`config.mk`:
```
export PLATFORM = sky130hd
export DESIGN_NAME = if_fetch_unit
export DESIGN_NICKNAME = d
export VERILOG_FILES = /design/src/rtl/if_fetch_unit.sv
export SDC_FILE = /design/constraint.sdc
export NUM_CORES = 1
export LEC_CHECK = 0
export CAP_MARGIN = 20
export CORE_MARGIN = 2
export CORE_UTILIZATION = 53
export CTS_BUF_LIST = sky130_fd_sc_hd__clkbuf_8
export DETAILED_ROUTE_END_ITERATION = 16
export GPL_TIMING_DRIVEN = 1
export PLACE_DENSITY = 0.79
export SYNTH_ARGS = -nofsm -noshare
export SYNTH_HDL_FRONTEND = slang
export SYNTH_SLANG_ARGS = --single-unit
```
`constraint.sdc`:
```
create_clock -name CLK -period 12.45 [get_ports CLK]
set_input_delay 2.49 -clock CLK [delete_from_list [all_inputs] [get_ports CLK]]
set_output_delay 2.49 -clock CLK [all_outputs]
set_load 0.02 [all_outputs]
```
`src/rtl/if_fetch_unit.sv`:
```
// ---------------------------------------------------------------------------
// if_fetch_unit
// Instruction-fetch stage sitting in front of the IF/ID pipeline register.
// Owns the fetch PC, issues in-order requests on a req/gnt/rvalid IMEM port,
// buffers returned words together with their PCs in a small FIFO and presents
// the FIFO head to decode. A REDIRECT from EX squashes everything in flight.
//
// Ports
//   CLK, RST            clock (rising edge), asynchronous active-high reset
//   IMEM_REQ/IMEM_ADDR  fetch request and word-aligned address, held until GNT
//   IMEM_GNT            request accepted this cycle
//   IMEM_RVALID/RDATA   in-order read response
//   REDIRECT/_PC        control-flow redirect pulse and target (bits [1:0] ignored)
//   stall_FD            IF/ID hold, head entry is not consumed
//   IF_VALID            head entry valid
//   PC_IF/IDATA_IF/PC4_IF  head PC, instruction and PC+4 (all zero when invalid)
// ---------------------------------------------------------------------------
module if_fetch_unit #(
    parameter logic [31:0] RESET_PC   = 32'h0000_0000,
    parameter int          FIFO_DEPTH = 4
) (
    input  logic        CLK,
    input  logic        RST,
    output logic        IMEM_REQ,
    output logic [31:0] IMEM_ADDR,
    input  logic        IMEM_GNT,
    input  logic        IMEM_RVALID,
    input  logic [31:0] IMEM_RDATA,
    input  logic        REDIRECT,
    input  logic [31:0] REDIRECT_PC,
    input  logic        stall_FD,
    output logic        IF_VALID,
    output logic [31:0] PC_IF,
    output logic [31:0] IDATA_IF,
    output logic [31:0] PC4_IF
);

    localparam int PTR_W = (FIFO_DEPTH > 1) ? $clog2(FIFO_DEPTH) : 1;
    localparam int CNT_W = PTR_W + 1;
    localparam logic [CNT_W:0] DEPTH_W = (CNT_W + 1)'(FIFO_DEPTH);

    logic [31:0]      fetch_pc_q, fetch_pc_d;
    logic [31:0]      resp_pc_q, resp_pc_d;
    logic [31:0]      addr_q, addr_d;
    logic             req_q, req_d;
    logic             stale_q, stale_d;
    logic [CNT_W-1:0] outstanding_q, outstanding_d;
    logic [CNT_W-1:0] drop_cnt_q, drop_cnt_d;
    logic [CNT_W-1:0] count_q, count_d;
    logic [PTR_W-1:0] rd_ptr_q, rd_ptr_d;
    logic [PTR_W-1:0] wr_ptr_q, wr_ptr_d;
    logic [31:0]      fifo_pc_q   [FIFO_DEPTH];
    logic [31:0]      fifo_pc_d   [FIFO_DEPTH];
    logic [31:0]      fifo_data_q [FIFO_DEPTH];
    logic [31:0]      fifo_data_d [FIFO_DEPTH];
    logic [FIFO_DEPTH-1:0] wr_en;

    logic        issue, rsp, drop_now, push, pop, if_valid, held;
    logic [31:0] redirect_tgt;
    logic [CNT_W:0] inflight_sum;
    logic        unused_low_bits;

    assign redirect_tgt    = {REDIRECT_PC[31:2], 2'b00};
    assign unused_low_bits = ^REDIRECT_PC[1:0];

    assign issue    = req_q & IMEM_GNT;
    // A response with nothing outstanding is a protocol error; ignoring it
    // also swallows stale responses that straddle a reset.
    assign rsp      = IMEM_RVALID & (outstanding_q != '0);
    assign drop_now = rsp & ((drop_cnt_q != '0) | REDIRECT);
    assign push     = rsp & ~drop_now;
    assign if_valid = (count_q != '0);
    assign pop      = if_valid & ~stall_FD & ~REDIRECT;
    // Request pending and not yet accepted: REQ/ADDR must not move.
    assign held     = req_q & ~IMEM_GNT;

    generate
        for (genvar gi = 0; gi < FIFO_DEPTH; gi++) begin : g_wr_en
            assign wr_en[gi] = push & (wr_ptr_q == PTR_W'(gi));
        end
    endgenerate

    always_comb begin
        outstanding_d = outstanding_q + CNT_W'(issue) - CNT_W'(rsp);

        if (REDIRECT) begin
            count_d  = '0;
            rd_ptr_d = '0;
            wr_ptr_d = '0;
        end else begin
            count_d  = count_q + CNT_W'(push) - CNT_W'(pop);
            rd_ptr_d = rd_ptr_q + PTR_W'(pop);
            wr_ptr_d = wr_ptr_q + PTR_W'(push);
        end

        // Everything still owed by IMEM after this cycle belongs to the old
        // path. A request granted later that was pending at the redirect is
        // also old-path, hence the stale flag adding one more drop.
        if (REDIRECT) begin
            drop_cnt_d = outstanding_d;
            stale_d    = held;
            fetch_pc_d = redirect_tgt;
            resp_pc_d  = redirect_tgt;
        end else begin
            drop_cnt_d = drop_cnt_q
                       - CNT_W'(rsp & (drop_cnt_q != '0))
                       + CNT_W'(issue & stale_q);
            stale_d    = stale_q & ~issue;
            fetch_pc_d = (issue & ~stale_q) ? fetch_pc_q + 32'd4 : fetch_pc_q;
            resp_pc_d  = push ? resp_pc_q + 32'd4 : resp_pc_q;
        end

        // Credit counts both words in flight and words buffered, so every
        // response is guaranteed a FIFO slot.
        inflight_sum = {1'b0, outstanding_d} + {1'b0, count_d};
        req_d        = held | (inflight_sum < DEPTH_W);
        addr_d       = held ? addr_q : fetch_pc_d;

        for (int i = 0; i < FIFO_DEPTH; i++) begin
            fifo_pc_d[i]   = wr_en[i] ? resp_pc_q  : fifo_pc_q[i];
            fifo_data_d[i] = wr_en[i] ? IMEM_RDATA : fifo_data_q[i];
        end
    end

    always_ff @(posedge CLK or posedge RST) begin
        if (RST) begin
            fetch_pc_q    <= RESET_PC;
            resp_pc_q     <= RESET_PC;
            addr_q        <= RESET_PC;
            req_q         <= 1'b0;
            stale_q       <= 1'b0;
            outstanding_q <= '0;
            drop_cnt_q    <= '0;
            count_q       <= '0;
            rd_ptr_q      <= '0;
            wr_ptr_q      <= '0;
            for (int i = 0; i < FIFO_DEPTH; i++) begin
                fifo_pc_q[i]   <= '0;
                fifo_data_q[i] <= '0;
            end
        end else begin
            fetch_pc_q    <= fetch_pc_d;
            resp_pc_q     <= resp_pc_d;
            addr_q        <= addr_d;
            req_q         <= req_d;
            stale_q       <= stale_d;
            outstanding_q <= outstanding_d;
            drop_cnt_q    <= drop_cnt_d;
            count_q       <= count_d;
            rd_ptr_q      <= rd_ptr_d;
            wr_ptr_q      <= wr_ptr_d;
            for (int i = 0; i < FIFO_DEPTH; i++) begin
                fifo_pc_q[i]   <= fifo_pc_d[i];
                fifo_data_q[i] <= fifo_data_d[i];
            end
        end
    end

    assign IMEM_REQ  = req_q;
    assign IMEM_ADDR = addr_q;
    assign IF_VALID  = if_valid;
    assign PC_IF     = if_valid ? fifo_pc_q[rd_ptr_q]           : 32'd0;
    assign IDATA_IF  = if_valid ? fifo_data_q[rd_ptr_q]         : 32'd0;
    assign PC4_IF    = if_valid ? fifo_pc_q[rd_ptr_q] + 32'd4   : 32'd0;

endmodule

```
==> flow_summary.yaml, run 1 <==
placement:
  io_buffer_count: 193
  globalplace.congestion: 0.8553
  dp_hpwl_um: 25340
final_layout:
  regArea_sq_mm: 0.008939
  nets: 1626
  final_util_pct: 64.24
  syn_to_final_growth_pct: 19.19
  drive_above_1_share_pct: 27.92
  multi_input_area_sq_mm: 0.008031
  fillers: 2506
  diodes: 0
grt:
  track_usage_pct: 23.03
  grt_start_max_net_pins: 148
  grt_pass1_vias: 11910
  grt_pass1_wl_um: 63260
  antenna_found_initial: 1
  gr-total-overflow: 0
drt:
  dr_wl_met3_um: 2404
  ant_nets: 0
  routed_wl_um: 39150
  vias_per_cell: 5.749
  wl_per_cell_um: 19.33
  first_pass_iters: 5
  wl_met2_um: 17960
  drc_errors: 0
  top_layer: "met5"
  m1WireLength_um: 18210
  vias: 11640
  drt-initial-drc-count: 623
sta:
  finalWorstPathRequiredPeriod_ns: 7.192
  fin_crit_sh_pct: 57.77
  holdWs_ns: 0.4841
  hold_viol_final: 0
  setup_violations: 0
  setup-tns-final_ns: 0
  rsz0062_at_grt: "no"
  fmax_ghz: 0.1390
  slew_headroom_pct: 33.18
  finClkSkew_ns: 0.03655
  tightest_slew_ns: 1.002
  slew_viol_final: 0
cts:
  root_buffer: "clkbuf_8"
  clk_latency_ns: 0.60
  post_cts_resized: 0
  cts_sinks: 357
  post-cts-setup-buffers: 0
  cts_hold_buffers: 0
  cts_tree: "yes"
  htreeDepth: 2
  cts_inserted_buffers: 56
  max-clock-path-buffers: 3
  clk_pin_slew_ns: 0.06
critical_path:
  worstPathMaxFanout: 49
  r2r-start: "drop_cnt_q[1]"
  crit_slowest_cell: "buf_4"
  r2r_slack_ns: 8.90
  crit_arrival_ns: 4.70
  crit_start: "rd_ptr_q[0]"
  r2r_end: "IMEM_REQ"
  cp.required_ns: 9.96
  crit_type: "register to output port"
  critPathMaxStageDelay_ns: 0.76
  crit_family: "simple AND/OR/NAND/NOR gates"
  start_kind: "register"
  end_kind: "output port"
  crit_chain: "buf_4, mux4_1, nand3_2, or4_4, or4_1, nand2_1, clkdlybuf4s50_1"
  r2r_cells: 11
  critPathBufInv: 2
die:
  coreArea_sq_mm: 0.03254
  pin_count: 200
  num_rows: 66
  dieArea_sq_mm: 0.03456
  dieWidth_um: 185.9
  initial_utilization_pct: 53.90
  dieHeight_um: 185.9
yosys:
  yosysWarnings: 0
  async_flop_share_pct: 100.0
  synth.distinct_cells: 64
  avgSynthCellArea_sq_um: 12.90
  syn_inst: 1359
  synth_edf_count: 0
  ys_ff_latch: 357
  seq_area_frac_synth_pct: 50.94
  netlist_area_sq_mm: 0.01754
  synthFlopType: "dfrtp_1"
run_status:
  status: "completed"
run:
  max_cap_violations: 0
hold_path:
  min-delay-path-class: "register to register"
  whs_endpoint: "IMEM_ADDR[2]"
  whs_path_depth: 2
  worstHoldStart: "IMEM_ADDR[2]"
power:
  p_leak_nw: 9.191
  ir_drop_mv: 0.1252
  p_per_area_mw_per_mm2: 190.1
## through the flow
stage,power (W),cell area [sq um],cells,setup slack [ns]
6_report,0.003973,20900,2025,5.258
5_1_grt,0.004190,20900,2025,5.060
4_1_cts,0.004002,20830,2022,5.142
3_5_place_dp,0.002976,19670,1922,5.791
3_3_place_gp,0.002929,19660,1921,5.573
2_1_floorplan,0.002436,17550,1362,0.05471
## cell usage after synthesis, types with 3 or more instances
| cell | count | share of area (%) |
|---|---|---|
| a221oi_1 | 4 | 0.20 |
| nand2b_1 | 3 | 0.11 |
| buf_2 | 11 | 0.31 |
| ha_1 | 12 | 0.86 |
| nand3_1 | 26 | 0.74 |
| xnor2_1 | 50 | 2.5 |
| mux2_2 | 280 | 18 |
| nand2_1 | 64 | 1.4 |
| mux2i_1 | 7 | 0.40 |
| and3_1 | 11 | 0.39 |
| nor3_1 | 34 | 0.97 |
| a31oi_1 | 6 | 0.21 |
| or3_1 | 9 | 0.32 |
| inv_1 | 26 | 0.56 |
| mux4_2 | 43 | 5.5 |
| nor2b_1 | 10 | 0.36 |
| buf_1 | 8 | 0.17 |
| and4_1 | 9 | 0.45 |
| o21ai_0 | 19 | 0.54 |
| o31ai_1 | 8 | 0.34 |
| a21oi_1 | 44 | 1.3 |
| and2_1 | 62 | 2.2 |
| nor4_1 | 20 | 0.71 |
| fa_1 | 3 | 0.34 |
| buf_4 | 5 | 0.21 |
| clkbuf_1 | 49 | 1.0 |
| nand4_1 | 18 | 0.64 |
| mux4_1 | 19 | 2.8 |
| o21a_1 | 5 | 0.21 |
| or4_1 | 5 | 0.21 |
| nor2_1 | 70 | 1.5 |
| xor2_1 | 8 | 0.40 |
| dfrtp_1 | 357 | 51 |
| buf_6 | 13 | 0.83 |
## metal layers
layer,track usage [%],up-vias
met2,36.31,320
met1,33.09,5964
met4,5.197,2
met5,0,-
li1,-,5297
met3,4.754,59
## where the power goes
| group | internal [W] | switching (W) | total, W |
|---|---|---|---|
| Sequential | 0.00137 | 0.000148 | 0.00152 |
| Combinational | 0.000709 | 0.000730 | 0.00144 |
| Clock | 0.000560 | 0.000457 | 0.00102 |
| Total | 0.00264 | 0.00134 | 0.00397 |
## worst min-delay path, stage by stage, from the launching register on
cell and delay (ns):
dfrtp_1 0.35, nand2_1 0.05, nand2_1 0.05
## final cells by class
cell class	instances	share of cell area (%)
Inverter	26	0.5028
Clock buffer	69	4.544
Multi-Input combinational cell	889	38.43
Sequential cell	357	42.77
Clock inverter	31	1.012
Timing Repair Buffer	211	10.10
Tap cell	442	2.646
## cells by family after synthesis
kind of cell | after synthesis | synth area share (%)
DFF | 357 | 50.94
and+or+nand+nor | 363 | 11.22
AOI/OAI and AO/OA | 100 | 3.453
muxes | 349 | 26.75
buffers and inverters | 116 | 3.525
adders and majority gates | 15 | 1.199
other | 1 | 0.02138
xor gates and xnor gates | 58 | 2.897
## layout by cell type (no fill, tap or decap), types with 3 or more instances in the layout
cell             Yosys  final
o31ai_1              8      8
nand2_1             64     64
mux2i_1              7      7
o21ai_0             19     19
and2_1              62     62
or3_1                9      9
xor2_1               8      8
fa_1                 3      3
a31oi_1              6      6
mux4_1              19     19
nand2b_1             3      3
or4_1                5      5
a21oi_1             44     44
and3_1              11     11
nand4_1             18     18
and4_1               9      9
xnor2_1             50     50
o21a_1               5      5
clkinv_2             0      6
buf_4                5     14
dfrtp_1            357    355
bufinv_16            0      3
conb_1               1      4
nor3_1              34     33
nor2b_1             10     10
nor4_1              20     20
clkbuf_8             2     69
mux4_2              43     43
inv_1               26     44
mux2_2             280    280
nor2_1              70     70
ha_1                12     12
clkdlybuf4s50_1      0    192
nand3_1             26     25
a221oi_1             4      4
## how the worst max path moves through the flow
stage / to / slack [ns] / cells past startpoint
after global routing: PC4_IF[20] / 5.06 / 7
after global placement: PC4_IF[21] / 5.57 / 7
after floorplan: IMEM_ADDR[0] / 0.05 / 1
after CTS: PC4_IF[21] / 5.14 / 8
after detailed placement: PC4_IF[21] / 5.79 / 8
final: PC4_IF[16] / 5.26 / 7
## sequential cells by signal, indices dropped and copies added, names as in the netlist
register	cells
IMEM_ADDR	32
IMEM_REQ	1
count_q	3
drop_cnt_q	3
fetch_pc_q	32
fifo_data_q	128
fifo_pc_q	120
outstanding_q	3
rd_ptr_q	2
resp_pc_q	30
stale_q	1
wr_ptr_q	2
(Power assumes the default switching activity.)
==> run 2, diff against run 1 <==
--- a/config.mk
+++ b/config.mk
@@ -7,11 +7,11 @@
 export LEC_CHECK = 0
 export CAP_MARGIN = 20
 export CORE_MARGIN = 2
-export CORE_UTILIZATION = 53
+export CORE_UTILIZATION = 55
 export CTS_BUF_LIST = sky130_fd_sc_hd__clkbuf_8
 export DETAILED_ROUTE_END_ITERATION = 16
 export GPL_TIMING_DRIVEN = 1
-export PLACE_DENSITY = 0.79
+export PLACE_DENSITY = 0.78
 export SYNTH_ARGS = -nofsm -noshare
 export SYNTH_HDL_FRONTEND = slang
 export SYNTH_SLANG_ARGS = --single-unit
==> constraint.sdc (replaced) <==
create_clock -name CLK -period 7.23 [get_ports CLK]
set_input_delay 1.446 -clock CLK [delete_from_list [all_inputs] [get_ports CLK]]
set_output_delay 1.446 -clock CLK [all_outputs]
set_load 0.02 [all_outputs]
==> run 2 against run 1 <==
  * Critical path depth unchanged
  * Routed wire length grew 1.9%
  * Combinational power up 72%
  * Non-clock buffer count down 2
  * Flip-flop and latch count did not move
  * First-iteration DRC count is 20% higher
  * Power grew 75%
  * Register-to-register slack got worse by 5.1 ns
  * Final cell count shrank 2.0%
  * Clock power up 82%
  * Worst hold slack got worse by 0.0041 ns
  * Sequential power up 73%
  * Largest cell class unchanged
==> flow_summary.yaml, run 2 (synthesis gave the netlist of run 1 again) <==
die:
  dieArea_sq_mm: 0.03333
  dieWidth_um: 182.6
  coreArea_sq_mm: 0.03147
  initial_utilization_pct: 55.72
  pin_count: 200
  dieHeight_um: 182.6
  num_rows: 65
final_layout:
  regArea_sq_mm: 0.008939
  stdcell_count: 1985
  largest_reg_flops: 128
  nets: 1623
  drive_above_1_share_pct: 28.30
  multi_input_area_sq_mm: 0.008031
  final_common_cell: "dfrtp_1"
  most-common-layout-cells: "dfrtp_1, mux2_2, clkdlybuf4s50_1"
  diodes: 0
  syn_to_final_growth_pct: 19.17
  largest_register: "fifo_data_q"
  final_util_pct: 66.40
  largest_registers: "fifo_data_q (128), fifo_pc_q (120)"
  fillers: 2334
cts:
  max-clock-path-buffers: 3
  htreeDepth: 2
  clk_latency_ns: 0.59
  root_buffer: "clkbuf_8"
  cts_hold_buffers: 0
  post_cts_resized: 0
  cts_sinks: 357
  clk_pin_slew_ns: 0.06
  post-cts-setup-buffers: 0
  cts_inserted_buffers: 55
  cts_tree: "yes"
power:
  seqPwrFrac_pct: 37.8
  p_int_w: 0.004647
  pwr-share-clk_pct: 26.7
  net-switching-power_w: 0.002316
  combPwrFrac_pct: 35.5
  p_per_area_mw_per_mm2: 333.2
  switching_share_pct: 33.26
  ir_drop_mv: 0.2421
  p_leak_nw: 9.186
grt:
  track_usage_pct: 24.09
  antenna_found_initial: 0
  grt_pass1_wl_um: 64000
  grt_pass1_vias: 11870
  grt_start_max_net_pins: 199
  gr-total-overflow: 0
placement:
  io_buffer_count: 193
  dp_cells: 1882
  dp_hpwl_um: 25340
  globalplace.congestion: 0.8729
sta:
  hold_viol_final: 0
  finalWorstPathRequiredPeriod_ns: 5.952
  finClkSkew_ns: 0.02673
  fmax_ghz: 0.1680
  tightest_slew_ns: 1.161
  setup_violations: 0
  fin_crit_sh_pct: 82.32
  slew_viol_final: 0
  slew_headroom_pct: 22.59
  setup-tns-final_ns: 0
  rsz0062_at_grt: "no"
critical_path:
  crit_arrival_ns: 4.51
  crit_chain: "mux4_1, ha_1, nand3_4, or4_4, or3_1, a21oi_1, clkdlybuf4s50_1"
  worstPathMaxFanout: 44
  cp.required_ns: 5.78
  end_kind: "output port"
  crit_family: "simple AND/OR/NAND/NOR gates"
  crit_slowest_cell: "dfrtp_4"
  start_kind: "register"
  critPathBufInv: 1
  critPathMaxStageDelay_ns: 0.93
  cp.depth: 7
  crit_type: "register to output port"
  r2r_cells: 11
hold_path:
  min-delay-path-class: "register to register"
  whs_path_depth: 2
drt:
  routed_wl_um: 39910
  ant_nets: 0
  drc_errors: 0
  vias_per_cell: 5.917
  wl_per_cell_um: 20.10
  drt-initial-drc-count: 749
  first_pass_iters: 5
  vias: 11750
run:
  max_cap_violations: 0
run_status:
  status: "completed"
[run 2: layout make-up]
class,instances,share of cell area [%]
clock inverter,30,1.263
clock buffer,72,4.742
sequential,357,42.77
timing repair buffer,209,9.902
multi-input combinational,889,38.43
inverter,26,0.4849
tap,402,2.407
[run 2: path summary, 6_finish.rpt]
check                         startpoint         endpoint  slack [ns]
min reg2reg                 IMEM_ADDR[0]     IMEM_ADDR[0]        0.48
max                          rd_ptr_q[0]       PC4_IF[28]        1.28
min                         IMEM_ADDR[0]     IMEM_ADDR[0]        0.48
max in group asynchronous            RST  fifo_data_q[81]        4.29
min in group asynchronous            RST     IMEM_ADDR[8]        1.37
max reg2reg                drop_cnt_q[1]         IMEM_REQ        3.80
[run 2: power by group through the flow]
stage | clock network [W] | registers, W | logic [W]
floorplan | 0 | 0.00261 | 0.00158
global placement | 0 | 0.00264 | 0.00241
detailed placement | 0 | 0.00266 | 0.00247
CTS | 0.00191 | 0.00263 | 0.00248
global route | 0.00200 | 0.00268 | 0.00267
finish | 0.00186 | 0.00263 | 0.00247
[run 2: tightest hold or removal path, delay by kind of cell, from the launching register on]
kind | cells | cell delay (ns)
flip-flops | 1 | 0.34
AND/OR/NAND/NOR | 2 | 0.10
[run 2: through the flow]
stage	total power (W)	instance area (sq um)	hold WS, ns	setup slack (ns)
2_1_floorplan	0.004195	17550	0.4708	0.9997
3_3_place_gp	0.005049	19640	0.4554	1.815
3_5_place_dp	0.005132	19640	0.4587	1.765
4_1_cts	0.007021	20890	0.4815	1.083
5_1_grt	0.007342	20900	0.5008	1.110
6_report	0.006964	20900	0.4800	1.278
[run 2: layer usage]
layer / track usage [%] / share of wire, % / up-vias
met5: 0 / 0 / -
met4: 4.935 / 1.5 / 0
met3: 4.570 / 7.3 / 48
met2: 38.92 / 46 / 418
met1: 34.42 / 45 / 5995
li1: - / - / 5285
==> run 3, diff against run 2 <==
==> constraint.sdc (replaced) <==
create_clock -name CLK -period 5.88 [get_ports CLK]
set_input_delay 1.176 -clock CLK [delete_from_list [all_inputs] [get_ports CLK]]
set_output_delay 1.176 -clock CLK [all_outputs]
set_load 0.02 [all_outputs]
==> run 3 against run 2 <==
  * Final cell count increased by 0.35%
  * Flip-flop and latch count unchanged
  * First-iteration DRC count grew 4.4%
  * Non-clock buffer count rose by 7
  * Sequential share of layout area fell by 0.056 points
  * Largest cell class unchanged
  * Clock power grew 20%
  * Via count increased by 0.63%
  * Setup slack worse by 0.88 ns
==> flow_summary.yaml, run 3 (synthesis gave the netlist of run 1 again) <==
die:
  coreArea_sq_mm: 0.03147
  pin_count: 200
  dieHeight_um: 182.6
  dieWidth_um: 182.6
  dieArea_sq_mm: 0.03333
  initial_utilization_pct: 55.72
  num_rows: 65
placement:
  pre_cts_slack_ns: 1.035
  io_buffer_count: 193
  dp_cells: 1890
  dp_hpwl_um: 26540
  globalplace.congestion: 0.8707
sta:
  timing.final.ws_setup_ns: 0.3962
  finalWorstPathRequiredPeriod_ns: 5.484
  finClkSkew_ns: 0.03587
  fmax_ghz: 0.1824
  slew_headroom_pct: 28.66
  tightest_slew_ns: 1.070
  hold_viol_final: 0
  slew_viol_final: 0
  setup_violations: 0
  rsz0062_at_grt: "no"
  holdWs_ns: 0.4769
  fin_crit_sh_pct: 93.26
final_layout:
  largest_reg_flops: 128
  multi_input_area_sq_mm: 0.008031
  nets: 1633
  most-common-layout-cells: "dfrtp_1, mux2_2, clkdlybuf4s50_1"
  regArea_sq_mm: 0.008939
  stdcell_count: 1992
  largest_registers: "fifo_data_q (128), fifo_pc_q (120)"
  final_util_pct: 66.49
  syn_to_final_growth_pct: 19.33
  final_common_cell: "dfrtp_1"
  diodes: 0
  largest_register: "fifo_data_q"
  drive_above_1_share_pct: 28.68
  fillers: 2302
cts:
  htreeDepth: 2
  clk_pin_slew_ns: 0.06
  max-clock-path-buffers: 3
  post-cts-setup-buffers: 0
  cts_sinks: 357
  root_buffer: "clkbuf_8"
  post_cts_resized: 0
  clk_latency_ns: 0.62
  cts_hold_buffers: 0
  cts_inserted_buffers: 58
  cts_tree: "yes"
drt:
  drc_errors: 0
  first_pass_iters: 5
  ant_nets: 0
  vias: 11820
  top_layer: "met5"
  wl_per_cell_um: 20.30
  wl_met2_um: 19080
  vias_per_cell: 5.934
  m1WireLength_um: 17670
  dr_wl_met3_um: 2943
  routed_wl_um: 40430
  drt-initial-drc-count: 782
critical_path:
  r2r_slack_ns: 2.45
  crit_type: "register to output port"
  cp.required_ns: 4.70
  end_kind: "output port"
  r2r-start: "drop_cnt_q[1]"
  crit_slowest_cell: "dfrtp_4"
  crit_arrival_ns: 4.31
  start_kind: "register"
  r2r_cells: 11
  critPathMaxStageDelay_ns: 0.80
  crit_chain: "buf_4, mux4_2, nand3_2, or4_4, or3_1, a21oi_1, clkdlybuf4s50_1"
  r2r_end: "IMEM_REQ"
  worstPathMaxFanout: 29
hold_path:
  whs_path_depth: 2
  min-delay-path-class: "register to register"
  whs_endpoint: "IMEM_ADDR[0]"
  worstHoldStart: "IMEM_ADDR[0]"
grt:
  grt_start_max_net_pins: 205
  grt_pass1_wl_um: 66230
  antenna_found_initial: 1
  gr-total-overflow: 0
  grt_pass1_vias: 12450
  track_usage_pct: 25.01
power:
  ir_drop_mv: 0.2462
  p_per_area_mw_per_mm2: 406.9
  p_leak_nw: 9.204
run:
  max_cap_violations: 0
run_status:
  status: "completed"
run 3: report_power, final:
group          total, W  switching [W]  internal [W]
Sequential      0.00323       0.000330       0.00290
Clock           0.00223       0.000980       0.00125
Combinational   0.00306        0.00156       0.00150
Total           0.00852        0.00287       0.00565
run 3: how the worst max path moves through the flow:
stage | from | to | cells after the start
after floorplan | RST | IMEM_ADDR[0] | 1
after global routing | rd_ptr_q[0] | PC4_IF[20] | 7
after global placement | rd_ptr_q[0] | PC4_IF[20] | 7
after CTS | rd_ptr_q[0] | PC4_IF[20] | 7
after detailed placement | rd_ptr_q[0] | PC4_IF[20] | 7
final | rd_ptr_q[0] | PC4_IF[20] | 7
run 3: stage by stage:
| stage | cell area (sq um) | setup TNS [ns] | total power (W) |
|---|---|---|---|
| after global routing | 20930 | 0 | 0.009003 |
| after global placement | 19700 | 0 | 0.006231 |
| after floorplan | 17550 | -28.67 | 0.005158 |
| final | 20930 | 0 | 0.008515 |
| after CTS | 20930 | 0 | 0.008582 |
| after detailed placement | 19700 | 0 | 0.006323 |
run 3: routing by layer:
| metal | vias to the layer above | GRT usage, % |
|---|---|---|
| met3 | 64 | 5.189 |
| met2 | 393 | 40.40 |
| met5 | - | 0 |
| met4 | 2 | 6.161 |
| li1 | 5307 | - |
| met1 | 6054 | 34.98 |
run 3: critical path: cells and delay by family, from the launching register on:
kind | cells | cell delay [ns]
AO/OA/AOI/OAI | 1 | 0.28
buffers and inverters | 2 | 1.01
flip-flops | 1 | 0.80
multiplexers | 1 | 0.31
AND/OR/NAND/NOR | 3 | 1.29
run 3: cell type report:
cell class | instances | share of cell area [%]
multi-input cells | 889 | 38.38
well taps | 402 | 2.404
flip-flops and latches | 357 | 42.71
repair buffers | 216 | 10.15
inverters | 26 | 0.4843
clock buffers | 77 | 5.064
clock inverters | 25 | 0.8012
